File: config.mk
export PLATFORM = sky130hd
export DESIGN_NAME = fetch_stage_flat
export DESIGN_NICKNAME = d
export VERILOG_FILES = /design/src/rtl/fetch_stage_pkg.sv /design/src/rtl/fetch_stage_if.sv /design/src/rtl/fetch_holdreg.sv /design/src/rtl/fetch_stage.sv /design/src/flat_wrapper.sv
export SDC_FILE = /design/constraint.sdc
export NUM_CORES = 1
export LEC_CHECK = 0
export CORE_ASPECT_RATIO = 0.7
export CORE_MARGIN = 2
export CORE_UTILIZATION = 40
export CTS_BUF_LIST = sky130_fd_sc_hd__clkbuf_4
export CTS_CLUSTER_DIAMETER = 30
export DETAILED_ROUTE_END_ITERATION = 10
export PLACE_DENSITY_LB_ADDON = 0.05
export SYNTH_ARGS = -nofsm -noshare
export SYNTH_HDL_FRONTEND = slang
export SYNTH_HIERARCHICAL = 1
export SYNTH_SLANG_ARGS = --single-unit
File: constraint.sdc
create_clock -name clk -period 1.65 [get_ports clk]
set_input_delay 0.2475 -clock clk [delete_from_list [all_inputs] [get_ports clk]]
set_output_delay 0.2475 -clock clk [all_outputs]
set_load 0.01 [all_outputs]
File: src/rtl/fetch_stage_pkg.sv
// Shared definitions for the instruction fetch stage.
//   fetch_state_t : fetch controller states
//   NOP_INSTR     : instruction word presented to decode when no valid fetch
package fetch_stage_pkg;

    typedef enum logic [1:0] {
        FETCH   = 2'd0,  // request outstanding on the memory port
        WAIT    = 2'd1,  // request accepted, waiting for read data
        HOLD    = 2'd2,  // instruction held and presented to decode
        DISCARD = 2'd3   // request accepted but its data must be dropped
    } fetch_state_t;

    localparam logic [31:0] NOP_INSTR = 32'h0000_0000;

endpackage

File: src/rtl/fetch_stage_if.sv
// Instruction memory request/response port.
//   master : fetch side (drives imem_req/imem_addr)
//   slave  : memory side (drives imem_ready/imem_rvalid/imem_rdata)
interface fetch_stage_if;
    logic        imem_req;     // request valid
    logic [31:0] imem_addr;    // word-aligned fetch address
    logic        imem_ready;   // request accepted this cycle when imem_req=1
    logic        imem_rvalid;  // read data valid
    logic [31:0] imem_rdata;   // instruction word

    modport master (
        output imem_req,
        output imem_addr,
        input  imem_ready,
        input  imem_rvalid,
        input  imem_rdata
    );

    modport slave (
        input  imem_req,
        input  imem_addr,
        output imem_ready,
        output imem_rvalid,
        output imem_rdata
    );
endinterface

File: src/rtl/fetch_holdreg.sv
// Enabled register used to hold a fetched instruction until decode takes it.
//   clk   : clock
//   reset : synchronous active-low reset, clears the register
//   en_i  : load enable
//   d_i   : data in
//   q_o   : registered data out
module fetch_holdreg #(
    parameter int WIDTH = 32
) (
    input  logic             clk,
    input  logic             reset,
    input  logic             en_i,
    input  logic [WIDTH-1:0] d_i,
    output logic [WIDTH-1:0] q_o
);

    logic [WIDTH-1:0] data_q;

    always_ff @(posedge clk) begin
        if (!reset) begin
            data_q <= '0;
        end else if (en_i) begin
            data_q <= d_i;
        end
    end

    assign q_o = data_q;

endmodule

File: src/rtl/fetch_stage.sv
// Instruction fetch stage: owns the PC, issues one memory request at a time
// and presents the returned instruction to the decode pipeline register.
//   clk         : clock
//   reset       : synchronous active-low reset
//   StallD      : decode stalled, the presented instruction is not consumed
//   PCSrcD      : branch taken (resolved in decode)
//   PCBranchD   : branch target
//   imem        : instruction memory port (master side)
//   InstrF      : instruction to decode, NOP_INSTR when not valid
//   PCPlus4F    : PC+4 of the current PC
//   FetchValidF : InstrF carries a real fetched instruction
module fetch_stage
    import fetch_stage_pkg::*;
#(
    parameter logic [31:0] RESET_PC = 32'h0000_0000
) (
    input  logic                 clk,
    input  logic                 reset,
    input  logic                 StallD,
    input  logic                 PCSrcD,
    input  logic [31:0]          PCBranchD,
    fetch_stage_if.master        imem,
    output logic [31:0]          InstrF,
    output logic [31:0]          PCPlus4F,
    output logic                 FetchValidF
);

    fetch_state_t state_q, state_d;
    logic [31:0]  pc_q, pc_d;
    logic [31:0]  hold_instr;
    logic         hold_en;
    logic         redirect;
    logic [31:0]  branch_target;
    logic         unused_branch_lsbs;

    // A stalled decode cannot act on its branch decision.
    assign redirect           = PCSrcD & ~StallD;
    assign branch_target      = {PCBranchD[31:2], 2'b00};
    assign unused_branch_lsbs = ^PCBranchD[1:0];

    always_ff @(posedge clk) begin
        if (!reset) begin
            state_q <= FETCH;
            pc_q    <= {RESET_PC[31:2], 2'b00};
        end else begin
            state_q <= state_d;
            pc_q    <= pc_d;
        end
    end

    always_comb begin
        state_d       = state_q;
        pc_d          = pc_q;
        hold_en       = 1'b0;
        imem.imem_req = 1'b0;

        // A redirect always retargets the PC; the state only decides what
        // happens to an in-flight request.
        if (redirect) begin
            pc_d = branch_target;
        end

        case (state_q)
            FETCH: begin
                imem.imem_req = 1'b1;
                if (imem.imem_ready) begin
                    state_d = redirect ? DISCARD : WAIT;
                end
            end
            WAIT: begin
                if (imem.imem_rvalid) begin
                    if (redirect) begin
                        state_d = FETCH;
                    end else begin
                        hold_en = 1'b1;
                        state_d = HOLD;
                    end
                end else if (redirect) begin
                    state_d = DISCARD;
                end
            end
            DISCARD: begin
                if (imem.imem_rvalid) begin
                    state_d = FETCH;
                end
            end
            HOLD: begin
                if (!StallD) begin
                    state_d = FETCH;
                    if (!redirect) begin
                        pc_d = pc_q + 32'd4;
                    end
                end
            end
            default: begin
                state_d = FETCH;
            end
        endcase
    end

    fetch_holdreg #(
        .WIDTH (32)
    ) u_holdreg (
        .clk   (clk),
        .reset (reset),
        .en_i  (hold_en),
        .d_i   (imem.imem_rdata),
        .q_o   (hold_instr)
    );

    // The address simply follows the PC; the PC only moves on delivery or
    // redirect, so it is stable while a request waits for acceptance.
    assign imem.imem_addr = pc_q;
    assign PCPlus4F       = pc_q + 32'd4;
    assign FetchValidF    = (state_q == HOLD);
    assign InstrF         = (state_q == HOLD) ? hold_instr : NOP_INSTR;

endmodule

File: src/flat_wrapper.sv
// flat-port wrapper written by rule: the top's interface ports become plain ports
module fetch_stage_flat import fetch_stage_pkg::*;
#(
    parameter logic [31:0] RESET_PC = 32'h0000_0000
)
  (clk, reset, StallD, PCSrcD, PCBranchD, InstrF, PCPlus4F, FetchValidF, imem_imem_req, imem_imem_addr, imem_imem_ready, imem_imem_rvalid, imem_imem_rdata);
  fetch_stage_if imem_i ();
  input  logic clk;
  input  logic reset;
  input  logic StallD;
  input  logic PCSrcD;
  input  logic [31:0] PCBranchD;
  output logic [31:0] InstrF;
  output logic [31:0] PCPlus4F;
  output logic FetchValidF;
  output wire logic [$bits(imem_i.imem_req)-1:0] imem_imem_req;
  output wire logic [$bits(imem_i.imem_addr)-1:0] imem_imem_addr;
  input wire logic [$bits(imem_i.imem_ready)-1:0] imem_imem_ready;
  input wire logic [$bits(imem_i.imem_rvalid)-1:0] imem_imem_rvalid;
  input wire logic [$bits(imem_i.imem_rdata)-1:0] imem_imem_rdata;
  assign imem_imem_req = imem_i.imem_req;
  assign imem_imem_addr = imem_i.imem_addr;
  assign imem_i.imem_ready = imem_imem_ready;
  assign imem_i.imem_rvalid = imem_imem_rvalid;
  assign imem_i.imem_rdata = imem_imem_rdata;
  fetch_stage #(.RESET_PC(RESET_PC)) u_core (.clk(clk), .reset(reset), .StallD(StallD), .PCSrcD(PCSrcD), .PCBranchD(PCBranchD), .imem(imem_i), .InstrF(InstrF), .PCPlus4F(PCPlus4F), .FetchValidF(FetchValidF));
endmodule
Yosys cells after proc, flatten, opt, wreduce, memory -nomap -nowiden
Index checks and enable logic that the tools add are counted.
- bits in registers: 66
- latch bits: 0
- RAM bits: 0
- memory bits (read-only): 0
- output and inout bits: 98
- word-level logic and storage cells: 32
- memories: 0
- add/subtract/negate cells: 1
- multiply operators: 0
- div/mod/pow operators: 0
- $lt $le $gt $ge: 0
- equality and inequality tests: 7
- shift-type cells: 0
- multiplexer cells: 17
- bitwise logic cells: 2
- reduce and logical (&&, ||, !) cells: 2
- operators with widths (cell ; number):
    32-bit two-way mux ; 5
    32-bit by 3-bit adder with 32-bit output (second input constant) ; 1
    2-bit two-way mux ; 7
    2-bit one-hot mux with 4 select lines ; 1
    2-bit != test (second input constant) ; 3
    2-bit equality test (second input constant) ; 2
    1-bit two-way mux ; 4
    4-bit AND reduction ; 1
    3-bit by 2-bit != test with 1-bit output (second input constant) ; 1
    2-bit by 1-bit equality test with 1-bit output (second input constant) ; 1
    2-bit logical NOT ; 1
    1-bit bitwise AND ; 1
    1-bit inverter ; 1

Longest topological paths before layout
Gate-level depths: netlist (run 1).
- word-level depth: 6
- depth in mapped cells: 9
- depth with buffers taken out: 6

Modules after synthesis
Netlist (run 1), hierarchy kept.
- by module, submodules not included (module ; times used ; cells each ; area an instance (um^2)):
    fetch_stage ; 1 ; 313 ; 2596.2
    fetch_holdreg ; 1 ; 103 ; 1243.7

Worst setup path before layout (run 1)
No wires, ideal clock.
- path kind: reg2out
- from: register u_core.pc_q[2], in the netlist u_core/imem.imem_addr[2]
- to: output PCPlus4F[26]
- arrival: 1470 ps
- required time: 1402 ps
- path slack: -68 ps
- stages on the path, launching flop included: 6
- path buffers: 0
- cell sequence: dfxtp_1 ha_1 nand3_2 nor2_2 nand3_2 xnor2_1
- word-level cells in the longest chain between the ends: 1
- ends and longest elaborated chain (item ; RTL line ; text):
    from (decl) ; fetch_stage.sv:29 ; logic [31:0] pc_q, pc_d;
    from (signal assigned) ; fetch_stage.sv:44 ; pc_q <= {RESET_PC[31:2], 2'b00};
    from (signal assigned) ; fetch_stage.sv:47 ; pc_q <= pc_d;
    32-bit by 3-bit adder with 32-bit output ; fetch_stage.sv:114 ; assign PCPlus4F = pc_q + 32'd4;
    to (decl) ; flat_wrapper.sv:14 ; output logic [31:0] PCPlus4F;
No other way between the ends.

Worst setup path in the final report (run 1)
- from: register u_core.pc_q[6], in the netlist u_core/imem.imem_addr[6]
- to: output PCPlus4F[19]
The elaborated chain is that of the path after synthesis.

==> reports/qor.txt, run 1 <==
GRT Overall Usage = 29.7%
Port Buffer Count = 165
Inserted Diodes = 0
drt first-iter violations = 322
Yosys Warn Count = 6
hold wc startpoint = PCBranchD[16]
CP Class = register to output pin
DIE HEIGHT = 86.0 um
largest stage delay on the critical path = 400 ps
class of the worst hold path = input pin to register
CTS Buf Count = 9
critical path endpoint category = output pin
Clock Skews = 22.5 ps
synth unique cells = 60
crit path cell chain = buf_6 > and3_4 > nand3_4 > buf_6 > nor3_4 > xor2_1 > buf_2
cts hold-fix bufs = 0
worst endpoint data arrival time = 1980 ps
Wirelength per Cell = 20.2 um
GR peak layer = met2
Max FO, Critical Path = 4
placed cell count = 778
RR Startpoint = u_core/imem.imem_addr[9]$_SDFF_PN0_
Hold Fails Final Rpt = 0
CP max stage cell = dfxtp_4
EDFF count, synth = 0
Bufs and invs on worst path = 3
Final Net Count = 790
Worst Setup Start Kind = register
first-pass GRT wire length = 24100 um
fraction of layout cells with a size suffix above 1 = 51.2%
Die W = 121 um
Hold Path End = u_core/imem.imem_addr[16]$_SDFF_PN0_
post-route antenna net violation count = 0
f_max = 450 MHz
R2R depth = 8
Slew Viols, Final = 0
CP dominant cell by count = buf_6
RSZ-0062 raised after global routing = true
fill cell count = 577
met1 Use GR = 37.2%
Mapped Area = 3840 um2
global-route congestion overflow total = 0
outcome = complete, but fails checks
die area = 10400 um2
ys async rst share = 0%
commonest non-fill, non-tap cells in the layout = 113 x buf_4, 72 x clkdlybuf4s50_1, 69 x buf_6, 45 x dfxtp_1
GRT met3 Usage = 7.91%
Initial Utilization = 41.8%
Final period util = 135%
met2 GRT Util = 49.8%
Rows = 29
cell leakage power = 3.44 nW
vias in the first global route = 4675
most common cell after layout, fill and taps aside = buf_4
post-synthesis average cell area = 9.23 um2
Vias/cell = 5.49
Syn-to-layout area delta = 94.9%
CTS tree = yes
pin count of the biggest net entering global routing = 41
drt pass-1 iters = 5
Rel. slew slack = 75.9%
core footprint = 9180 um2
Max H-tree Level = 3
CP Data Required Time = 1400 ps
initial antenna violation count = 0
max-cap violations = 0
via count = 4647
Critical R2R Capture = u_core/imem.imem_addr[14]$_SDFF_PN0_
Max clock buf depth = 2
Syn Nets = 487
Final GP Congestion = 0.877
Finished Layout Cells = 847
hpwl dp = 9680 um
Worst VDD drop = 0.000406 V
DRC = 0
Top delay family on crit path = simple AND/OR/NAND/NOR gates
Reg2Reg Setup Slack = -210 ps
clock insertion delay at the later pin of the skew report = 430 ps
Synth Flop Type = dfxtp_1
IO Count = 168
post-route setup slack = -574 ps
Hold Path Stages = 3
Yosys reg bits = 66
Period minus WS final = 2220 ps
setup TNS = -14190 ps
Sink Count = 66
Final setup viols = 67
Synth Instances = 416
failing checks = setup timing
worst slew pin tran = 357 ps
sequential-to-total area share from yosys stat = 34.4%
CTS clk-pin slew, worst paths = 120 ps
Pwr per Cell Area = 535 nW/um2
root buf cell = clkbuf_4
Routed WL = 17100 um
[report_power, final]
part	internal [mW]	total (mW)	switching, mW
Combinational	0.632	1.17	0.540
Sequential	1.66	1.72	0.0594
Clock	0.501	1.11	0.609
[worst max path at each step]
stage               slack (ps)                                  from  depth (start not counted)           end
detailed placement        -480   u_core/imem.imem_addr[9]$_SDFF_PN0_                          6  PCPlus4F[27]
floorplan                  -10  u_core/imem.imem_addr[11]$_SDFF_PN0_                          5  PCPlus4F[26]
global placement          -490  u_core/imem.imem_addr[13]$_SDFF_PN0_                          6  PCPlus4F[28]
finish                    -570   u_core/imem.imem_addr[6]$_SDFF_PN0_                          7  PCPlus4F[19]
CTS                       -550  u_core/imem.imem_addr[19]$_SDFF_PN0_                          6  PCPlus4F[28]
global route              -660   u_core/imem.imem_addr[6]$_SDFF_PN0_                          7  PCPlus4F[19]
[synth_stat cells (all sizes together) (2+ instances only)]
cell,instances,area share [%]
o22ai,3,0.49
o221a,2,0.59
and4,7,1.7
o21bai,4,0.78
and3,8,1.3
nor2b,33,5.4
mux2i,32,8.3
o2bb2ai,11,2.5
o221ai,2,0.46
nand2b,2,0.33
dfxtp,66,34
a22oi,15,2.9
or2,2,0.33
nand3,14,2.6
xnor2,19,5.7
nand4,10,2.4
a2bb2oi,2,0.46
xor2,7,1.6
a32oi,3,0.68
and2,34,5.5
nor2,21,2.5
o21ai,13,1.8
buf,14,3.5
clkbuf,15,1.5
nand2,16,1.6
o21a,8,1.6
a21oi,16,2.2
nor4,2,0.49
inv,8,0.78
nor3,12,1.8
[flip-flops by register name, indices dropped and copies added, names as in the netlist]
signal and flops:
u_core/imem.imem_addr 32, u_core/u_holdreg/q_o 32, u_core/state_q 2
[layout make-up]
class,instances,area [um2],share of cell area [%]
Clock buffer,12,90.1,1.20
Timing Repair Buffer,321,2930,39.1
Inverter,8,37.5,0.502
Tap cell,124,155,2.07
Sequential cell,66,1370,18.3
Clock inverter,3,41.3,0.552
Multi-Input combinational cell,313,2870,38.3
[per-stage QoR]
step	setup WS (ps)	area (um2)	hold slack, ps	utilization, %	total power, mW
after detailed placement	-480	6290	497	68.5	2.73
after global routing	-664	7480	397	81.5	4.16
after floorplan	-11.2	3860	376	-	2.14
after CTS	-553	7120	377	77.5	3.95
final	-574	7480	398	81.5	4.01
after global placement	-489	6290	482	68.5	2.71
[per-layer routing]
| layer | wire length [um] | up-vias |
|---|---|---|
| met2 | 8230 | 244 |
| met4 | 532 | 0 |
| met5 | 0 | - |
| met3 | 1450 | 55 |
| li1 | - | 2108 |
| met1 | 6920 | 2240 |
[worst register-to-register path, stage by stage (launching register included)]
cell	delay [ps]
dfxtp_4	390
buf_6	100
nand4_1	190
buf_4	220
nor3_4	180
xor2_2	100
buf_4	140
a222oi_1	340
nor2_1	90
[kinds of logic after synthesis]
| kind of cell | Yosys count | share of synthesized area [%] |
|---|---|---|
| AOI/OAI and AO/OA | 89 | 16.7 |
| xor gates and xnor gates | 26 | 7.30 |
| adders and majority gates | 1 | 0.326 |
| buffers and inverters | 37 | 5.77 |
| DFF | 66 | 34.4 |
| muxes | 32 | 8.34 |
| and+or+nand+nor | 165 | 27.1 |
[repair_timing]
item	CTS	global route
gates resized for setup	415	90
setup endpoints to repair	99	84
cloned	5	0
buffers inserted	41	23
pin swaps	56	55
No activity file was read; power rests on OpenSTA's default activity.
==> run 2, diff against run 1 <==
--- a/config.mk
+++ b/config.mk
@@ -7,11 +7,11 @@
 export LEC_CHECK = 0
 export CORE_ASPECT_RATIO = 0.7
 export CORE_MARGIN = 2
-export CORE_UTILIZATION = 40
+export CORE_UTILIZATION = 44
 export CTS_BUF_LIST = sky130_fd_sc_hd__clkbuf_4
 export CTS_CLUSTER_DIAMETER = 30
 export DETAILED_ROUTE_END_ITERATION = 10
-export PLACE_DENSITY_LB_ADDON = 0.05
+export PLACE_DENSITY_LB_ADDON = 0.25
 export SYNTH_ARGS = -nofsm -noshare
 export SYNTH_HDL_FRONTEND = slang
 export SYNTH_HIERARCHICAL = 1
==> constraint.sdc (replaced) <==
create_clock -name clk -period 2.1 [get_ports clk]
set_input_delay 0.315 -clock clk [delete_from_list [all_inputs] [get_ports clk]]
set_output_delay 0.315 -clock clk [all_outputs]
set_load 0.01 [all_outputs]
==> run 2 against run 1 <==
Against the previous run: the run still ends with setup timing left; routed wire length shrank 8.4%; sequential power shrank 21%; critical path depth grew 1; flip-flop and latch count is the same; critical endpoint is now PCPlus4F[22]; clock-buffer cell count shrank 3.
==> reports/qor.txt, run 2 (synthesis results as in run 1) <==
CTS Buf Count = 9
CP max stage cell = dfxtp_2
Hold Fails Final Rpt = 0
via count = 4467
Max FO, Critical Path = 4
post-route antenna net violation count = 0
Rel. slew slack = 67.2%
Finished Layout Cells = 806
Top delay family on crit path = buffers and inverters
fill cell count = 541
worst slew pin tran = 488 ps
Worst Setup Start Kind = register
global-route congestion overflow total = 0
Period minus WS final = 2360 ps
GRT Overall Usage = 29.2%
hpwl dp = 9520 um
DP Worst Slack = -212 ps
DIE HEIGHT = 82.2 um
Slew Viols, Final = 0
CTS tree = yes
Worst VDD drop = 0.000329 V
placed cell count = 749
outcome = complete, but fails checks
Final Net Count = 752
most common cell after layout, fill and taps aside = clkdlybuf4s50_1
largest stage delay on the critical path = 380 ps
Final period util = 113%
Max H-tree Level = 3
die area = 9500 um2
f_max = 423 MHz
Rows = 28
CP dominant cell by count = buf_6
worst endpoint data arrival time = 2050 ps
critical path endpoint category = output pin
Port Buffer Count = 165
post-route setup slack = -264 ps
drt first-iter violations = 302
core footprint = 8480 um2
CP Data Required Time = 1780 ps
vias in the first global route = 4203
post-route total power = 3.28 mW
Bufs and invs on worst path = 4
initial antenna violation count = 0
first-pass GRT wire length = 21400 um
Sink Count = 66
worst hold margin = 484 ps
Vias/cell = 5.54
setup TNS = -2520 ps
Initial Utilization = 45.3%
Die W = 116 um
Routed WL = 15700 um
failing checks = setup timing
IO Count = 168
Max clock buf depth = 2
max-cap violations = 0
drt pass-1 iters = 5
cell leakage power = 3.06 nW
class of the worst hold path = input pin to register
Inserted Diodes = 0
CTS clk-pin slew, worst paths = 130 ps
Syn-to-layout area delta = 77.1%
Final GP Congestion = 0.909
Wirelength per Cell = 19.5 um
fraction of layout cells with a size suffix above 1 = 36.6%
clock insertion delay at the later pin of the skew report = 440 ps
pin count of the biggest net entering global routing = 47
CP Class = register to output pin
Final setup viols = 19
commonest non-fill, non-tap cells in the layout = 103 x clkdlybuf4s50_1, 95 x buf_4, 46 x dfxtp_1, 33 x and2_1, 33 x nor2b_1
root buf cell = clkbuf_4
crit path cell chain = buf_6 > nand4_1 > nor2_4 > buf_6 > buf_6 > nand3_4 > xnor2_2 > buf_2
RSZ-0062 raised after global routing = true
Pwr per Cell Area = 483 nW/um2
DRC = 0
Clock Skews = 15.4 ps
==> run 2: tightest hold or removal path: stages <==
cell	delay, ps
clkdlybuf4s50_1	390
mux2i_1	130
nor2b_1	50
==> run 2: final timing paths <==
kind                                         start  slack, ps  cells past startpoint                                     to
max reg2reg   u_core/imem.imem_addr[12]$_SDFF_PN0_        220                     11   u_core/imem.imem_addr[19]$_SDFF_PN0_
min reg2reg  u_core/imem.imem_addr[1]$_SDFFE_PN0P_        510                      1  u_core/imem.imem_addr[1]$_SDFFE_PN0P_
max            u_core/imem.imem_addr[9]$_SDFF_PN0_       -260                      8                           PCPlus4F[22]
min                            imem_imem_rdata[30]        480                      3  u_core/u_holdreg/q_o[30]$_SDFFE_PN0P_
==> run 2: stage by stage <==
stage	area (um2)	util [%]
after floorplan	3840	-
after global placement	6090	71.8
after detailed placement	6090	71.8
after CTS	6530	77.0
after global routing	6800	80.2
final	6800	80.2
==> run 2: final cells by class <==
cell class	instances	area (um2)	area share (%)
clock buffers	9	67.6	0.994
clock inverters	7	118	1.73
inverters	8	30.0	0.442
multi-input cells	313	2590	38.1
flip-flops and latches	66	1370	20.1
well taps	120	150	2.21
repair buffers	283	2480	36.4
==> run 2: what timing repair did <==
action | CTS | global route
gates cloned | 1 | 1
setup endpoints to repair | 61 | 41
pin swaps | 26 | 36
hold buffers | 0 | 0
setup buffers | 18 | 22
gates resized for setup | 190 | 73
==> run 2: power breakdown <==
part | internal, mW | total, mW | switching (mW)
sequential | 1.31 | 1.36 | 0.0535
clock | 0.599 | 1.12 | 0.520
combinational | 0.445 | 0.802 | 0.357
total | 2.35 | 3.28 | 0.931
==> run 2: layer usage <==
layer  track usage, %  up-vias  routed length (um)
met5                0        -                   0
met4             11.3        0                 720
met3             6.79       66                1210
met2             48.0      279                7410
met1             37.7     2089                6360
li1                 -     2033                   -
